--- src/rtl/pipe_ctrl.sv ---
// rtl/pipe_ctrl.sv - pipeline hazard / mult-div stall controller
module pipe_ctrl #(
  parameter int MD_LAT = 8
) (
  input  logic        clk,
  input  logic        rst_n,
  input  logic [31:0] id_inst,
  input  logic        ex_mem_read,
  input  logic [4:0]  ex_rt,
  input  logic        ex_branch_taken,
  input  logic        md_req,
  input  logic        stall_cnt_clr,
  output logic        pc_en,
  output logic        if_id_en,
  output logic        if_id_flush,
  output logic        id_ex_bubble,
  output logic        md_start,
  output logic        busy,
  output logic [15:0] stall_cnt
);

  typedef enum logic [1:0] {RUN, MD_BUSY, MD_DONE} state_t;

  // start cycle holds ID once, busy cycles cover the remaining MD_LAT-1
  localparam logic [5:0] MD_LOAD = 6'(MD_LAT - 2);

  state_t      state;
  logic [5:0]  md_cnt;
  logic [4:0]  id_rs;
  logic [4:0]  id_rt;
  logic        lu;

  assign id_rs = id_inst[25:21];
  assign id_rt = id_inst[20:16];

  // load-use hazard between EX load and ID source registers
  assign lu = ex_mem_read && (ex_rt != 5'd0) &&
              ((ex_rt == id_rs) || (ex_rt == id_rt)) &&
              (id_inst != 32'd0);

  // control outputs decoded from state and inputs; quiet while in reset
  always_comb begin
    pc_en        = 1'b1;
    if_id_en     = 1'b1;
    if_id_flush  = 1'b0;
    id_ex_bubble = 1'b0;
    md_start     = 1'b0;
    busy         = 1'b0;
    if (rst_n) begin
      case (state)
        RUN: begin
          if (ex_branch_taken) begin
            if_id_flush  = 1'b1;
            id_ex_bubble = 1'b1;
          end else if (lu) begin
            pc_en        = 1'b0;
            if_id_en     = 1'b0;
            id_ex_bubble = 1'b1;
          end else if (md_req) begin
            md_start     = 1'b1;
            pc_en        = 1'b0;
            if_id_en     = 1'b0;
            id_ex_bubble = 1'b1;
          end
        end
        MD_BUSY: begin
          pc_en        = 1'b0;
          if_id_en     = 1'b0;
          id_ex_bubble = 1'b1;
          busy         = 1'b1;
        end
        default: ;
      endcase
    end
  end

  // state and mult/div hold counter
  always_ff @(posedge clk or negedge rst_n) begin
    if (!rst_n) begin
      state  <= RUN;
      md_cnt <= 6'd0;
    end else begin
      case (state)
        RUN: begin
          if (!ex_branch_taken && !lu && md_req) begin
            state  <= MD_BUSY;
            md_cnt <= MD_LOAD;
          end
        end
        MD_BUSY: begin
          if (md_cnt == 6'd0) begin
            state <= MD_DONE;
          end else begin
            md_cnt <= md_cnt - 6'd1;
          end
        end
        MD_DONE: state <= RUN;
        default: state <= RUN;
      endcase
    end
  end

  // saturating count of PC-frozen cycles; clear has priority
  always_ff @(posedge clk or negedge rst_n) begin
    if (!rst_n) begin
      stall_cnt <= 16'd0;
    end else if (stall_cnt_clr) begin
      stall_cnt <= 16'd0;
    end else if (!pc_en && (stall_cnt != 16'hFFFF)) begin
      stall_cnt <= stall_cnt + 16'd1;
    end
  end

endmodule

--- config.mk ---
export PLATFORM = sky130hd
export DESIGN_NAME = pipe_ctrl
export DESIGN_NICKNAME = d
export VERILOG_FILES = /design/src/rtl/pipe_ctrl.sv
export SDC_FILE = /design/constraint.sdc
export NUM_CORES = 1
export LEC_CHECK = 0
export ABC_CLOCK_PERIOD_IN_PS = 4480
export CAP_MARGIN = 10
export CORE_AREA = 4 4 67 63
export DETAILED_ROUTE_END_ITERATION = 12
export DIE_AREA = 0 0 71 67
export GPL_ROUTABILITY_DRIVEN = 0
export HOLD_SLACK_MARGIN = 0.08
export PLACE_DENSITY = 0.8
export SKIP_CTS_REPAIR_TIMING = 1
export SYNTH_ARGS = -nofsm -noshare
export SYNTH_HDL_FRONTEND = slang
export SYNTH_SLANG_ARGS = --single-unit
--- constraint.sdc ---
create_clock -name clk -period 4.48 [get_ports clk]
set_clock_uncertainty 0.1 [all_clocks]
set_input_delay 0.896 -clock clk [delete_from_list [all_inputs] [get_ports clk]]
set_output_delay 0.896 -clock clk [all_outputs]
set_load 0.005 [all_outputs]
# Word level (Yosys, flattened, before mapping)
# Cells that the tools add are included.
dict set report op_classes {
  muxes 27
  reduce_logical 18
  n_addsub 2
  n_eq_ne 7
}
# op n
set ops {}
lappend ops {{2-to-1 mux 16 bit} 2}
lappend ops {{nonzero test 32 bit} 1}
lappend ops {{2-to-1 mux 1 bit} 17}
lappend ops {{adder 16 x 1 -> 16 bit, second input constant} 1}
lappend ops {{inequality test 16 bit, second input constant} 1}
lappend ops {{2-to-1 mux 6 bit} 2}
lappend ops {{one-hot mux 6 bit (2 select lines)} 1}
lappend ops {{== test 5 bit} 2}
lappend ops {{logical AND 1 bit} 6}
lappend ops {{logical NOT 6 bit} 1}
lappend ops {{inequality test 2 bit, second input constant} 3}
lappend ops {{subtractor 6 x 1 -> 6 bit, second input constant} 1}
lappend ops {{nonzero test 5 bit} 1}
lappend ops {{2-to-1 mux 2 bit} 2}
lappend ops {{one-hot mux 1 bit (2 select lines)} 2}
lappend ops {{one-hot mux 2 bit (2 select lines)} 1}
lappend ops {{nonzero test 2 bit} 2}
lappend ops {{logical NOT 1 bit} 3}
lappend ops {{AND reduction 3 bit} 1}
lappend ops {{== test 2 x 1 -> 1 bit, second input constant} 1}
lappend ops {{logical NOT 2 bit} 1}
lappend ops {{AND reduction 2 bit} 1}
lappend ops {{logical OR 1 bit} 1}
dict set report totals {
  wordCells 57
  regBits 24
  input_bits 43
  output_inout_bits 22
}

# Logic depth before layout (Yosys ltp)
dict set report depth {
  depth_word 12
  ltp_mapped 9
  mapped_depth_nobuf 7
}

# Worst setup path before layout
# No wires, ideal clock.
dict set report synth_timing {
  kind {input port to output port}
  start {input port ex_rt[1]}
  end {output port md_start}
  required_time_ps 3484
  cell_stages 7
  path_buffers 2
  arrival_time_ps 2259
  setup_slack_ps 1225
  cell_sequence {or4_1 -> o221ai_1 -> a21o_1 -> buf_6 -> and4b_1 -> buf_2 -> and2_1}
}
dict set report synth_via {
  elab_chain_cells 8
  word_cells_on_any_way 11
  cone_classes {eq/ne (2); mux (4); reduce/logical (5)}
}
# element line_no
set synth_lines {}
lappend synth_lines {{from (decl)} 9} ;# input logic [4:0] ex_rt,
lappend synth_lines {{== test 5 bit or nonzero test 5 bit (tied branches)} {38, 37}}
lappend synth_lines {{logical OR 1 bit or logical AND 1 bit (tied branches)} {38, 37}}
lappend synth_lines {{logical AND 1 bit *} 37} ;# assign lu = ex_mem_read && (ex_rt != 5'd0) &&
lappend synth_lines {{logical AND 1 bit *} 38} ;# ((ex_rt == id_rs) || (ex_rt == id_rt)) &&
lappend synth_lines {{2-to-1 mux 1 bit *} 55} ;# end else if (lu) begin
lappend synth_lines {{2-to-1 mux 1 bit *} 52} ;# if (ex_branch_taken) begin
lappend synth_lines {{2-to-1 mux 1 bit *} 50} ;# case (state)
lappend synth_lines {{2-to-1 mux 1 bit *} 49} ;# if (rst_n) begin
lappend synth_lines {{to (decl)} 17} ;# output logic md_start,
# Every way passes the cells marked *; elsewhere a longest branch is shown, timed or not.

# Worst setup path after layout
dict set report layout_timing {
  start {input port ex_rt[2]}
  end {output port if_id_en}
}
dict set report layout_via {
  elab_chain_cells 8
  word_cells_on_any_way 11
  cone_classes {eq/ne (2); mux (4); reduce/logical (5)}
}
# element line_no
set layout_lines {}
lappend layout_lines {{== test 5 bit or nonzero test 5 bit (tied branches)} {38, 37}}
lappend layout_lines {{logical OR 1 bit or logical AND 1 bit (tied branches)} {38, 37}}
lappend layout_lines {{logical AND 1 bit *} 37}
lappend layout_lines {{logical AND 1 bit *} 38}
lappend layout_lines {{2-to-1 mux 1 bit *} 55}
lappend layout_lines {{2-to-1 mux 1 bit *} 52}
lappend layout_lines {{one-hot mux 1 bit (2 select lines) *} 50}
lappend layout_lines {{2-to-1 mux 1 bit *} 49}
lappend layout_lines {{to (decl)} 14} ;# output logic if_id_en,
# Marked as above.

==> impl_metrics.tcl <==
set metrics [dict create \
    worst_setup_path_start_kind "primary input" \
    dp_hpwl_mm 3.206 \
    gr-total-overflow 0 \
    cts_max_level 1 \
    rows 21 \
    fin_setup_tns_ns 0 \
    peakVddDrop_v 0.0003600 \
    synthArstFlopShare_pct 100.0 \
    fin_crit_ns 4.133 \
    fin_area_um2 2316 \
    nets 280 \
    grt_antenna_before_repair 0 \
    cts_tree "done" \
    grt_pass1_wl_mm 6.492 \
    dr.pass1.iters 4 \
    finalSetupViolations 0 \
    cts_made_buffers 3 \
    fmax_mhz 242.0 \
    synth_edf_count 0 \
    critPathMaxFanout 8 \
    ff2ff_setup_slack_ns 2.18 \
    finalCritPeriodShare_pct 92.25 \
    hold_depth 1 \
    area_growth_pct 45.75 \
    ant_nets 0 \
    arrival_ns 3.14 \
    wl_mm 3.897 \
    worst_hold_path_type "register to register" \
    io_buffer_count 64 \
    clockRootBuffer "clkbuf_8" \
    grt.total_usage_pct 16.91 \
    wire_per_inst_um 14.02 \
    cp.required_ns 3.48 \
    diodes 0 \
    drc_errors 0 \
    fin_ws_ns 0.3474 \
    vias_per_cell 5.201 \
    synthCells 168 \
    rsz0062_at_grt "no" \
    synth_nets 214 \
    slew_violations 0 \
    p_leak_nw 0.9273 \
    status "complete, no violations" \
    grt_max_degree 26 \
    io_pins 65 \
    ys_seq_elements 24 \
    clk_latency_ns 0.26 \
    path_clk_slew_ns 0.07 \
    grt_pass1_vias 1430 \
    numClockSinks 24 \
    rr_endpoint "stall_cnt[13]" \
    fp.dieH_um 67 \
    reg2reg_depth 7 \
    hp-start "state[1]" \
    yosysSeqAreaShare_pct 37.80 \
    tightestPinTransition_ns 0.7509 \
    criticalPathCategory "primary input to output pin" \
    cts_buffer_depth 2 \
    slew_headroom_pct 49.79 \
    die_area_um2 4757 \
    avgSynthCellArea_um2 9.458 \
    hold_viol_final 0 \
    die_w_um 71 \
    place_ws_ns 0.3443 \
    placed_area_um2 2275 \
    ys_warn_count 0 \
    holdPathEnd "state[1]" \
    powerDensity_nw_per_um2 292.2 \
    vias 1446 \
    end_kind "output pin" \
    ys_dominant_reg_cell "dfrtp_1" \
    drt-initial-drc-count 94 \
    drive_above_1_share_pct 8.621 \
    design.core.area_um2 3573 \
    max_cap_viol_count 0 \
    synth_cell_types 42 \
    start_util_pct 44.47 \
    syn_area_um2 1589 \
    r2r_start "stall_cnt[0]" \
]
-- registers in the layout, summed over array words and instances, names as in the netlist --
signal     cells
stall_cnt     16
state          2
md_cnt         6
-- layout by cell type (no fill, tap or decap), types with 7 or more instances in the layout --
| master | count |
|---|---|
| xnor2_1 | 12 |
| nor4_1 | 10 |
| nor2_1 | 22 |
| inv_1 | 7 |
| dfrtp_1 | 24 |
| nand4_1 | 7 |
| nand3_1 | 7 |
| clkdlybuf4s50_1 | 64 |
| xor2_1 | 7 |
-- synth_stat cells, types with 4 or more instances --
cell type | count | area share [%]
dfrtp_1 | 24 | 38
nor2_1 | 22 | 5.2
xnor2_1 | 12 | 6.6
nor4_1 | 10 | 3.9
inv_1 | 7 | 1.7
nand3_1 | 7 | 2.2
nand4_1 | 7 | 2.8
xor2_1 | 7 | 3.9
a21oi_1 | 6 | 1.9
nand2b_1 | 6 | 2.4
nor2b_1 | 6 | 2.4
a211oi_1 | 5 | 2.4
mux2_1 | 4 | 2.8
nor3_1 | 4 | 1.3
-- worst max-delay path by stage --
stage / start / cells past startpoint / slack [ns] / end
2_1_floorplan: ex_rt[1] / 7 / 1.22 / md_start
3_3_place_gp: ex_rt[1] / 8 / 0.38 / pc_en
3_5_place_dp: ex_rt[2] / 8 / 0.34 / pc_en
4_1_cts: ex_rt[2] / 8 / 0.33 / pc_en
5_1_grt: ex_rt[2] / 8 / 0.23 / if_id_en
6_report: ex_rt[2] / 8 / 0.35 / if_id_en
-- worst max-delay path, cell delays in order --
cell             delay [ns]
clkdlybuf4s50_1        0.48
or4_1                  0.53
o221ai_1               0.19
a21o_1                 0.13
buf_4                  0.17
a21oi_1                0.09
inv_1                  0.13
clkdlybuf4s50_1        0.51
-- cell families after synthesis --
group,after synthesis,share of synthesized area [%]
AO/OA/AOI/OAI,21,10.71
flip-flops,24,37.80
adder cells (fa/ha/maj),3,2.362
multiplexers,7,4.803
XOR/XNOR,19,10.47
buffers and inverters,13,3.858
AND/OR/NAND/NOR,81,30.00
-- stage by stage --
stage	hold WS, ns	power (W)	util [%]	instances
2_1_floorplan	0.3380	0.0004456	-	168
3_3_place_gp	0.3779	0.0005507	63.66	275
3_5_place_dp	0.3729	0.0005588	63.66	275
4_1_cts	0.3874	0.0006851	64.81	278
5_1_grt	0.4218	0.0007261	64.81	278
6_report	0.3872	0.0006768	64.81	278
-- cell type report --
cell class | count | area, µm²
timing repair buffer | 67 | 663.1
multi-input combinational | 131 | 927.1
clock buffer | 3 | 41.29
inverter | 7 | 26.28
fill | 320 | 1257
sequential | 24 | 600.6
tap | 46 | 57.56
-- metal layers --
| layer | up-vias | part of all wire, % | global-route usage [%] |
|---|---|---|---|
| met4 | 0 | 0.46 | 2.817 |
| met5 | - | 0 | 0 |
| met3 | 2 | 2.7 | 3.017 |
| met2 | 19 | 54 | 30.44 |
| li1 | 735 | - | - |
| met1 | 690 | 43 | 21.47 |
-- report_power, final --
| part | switching (W) | internal (W) |
|---|---|---|
| combinational | 0.000123 | 0.000137 |
| clock | 0.0000634 | 0.0000601 |
| sequential | 0.0000385 | 0.000255 |
| total | 0.000224 | 0.000452 |
Note: power is estimated with default switching activity, not from simulation.
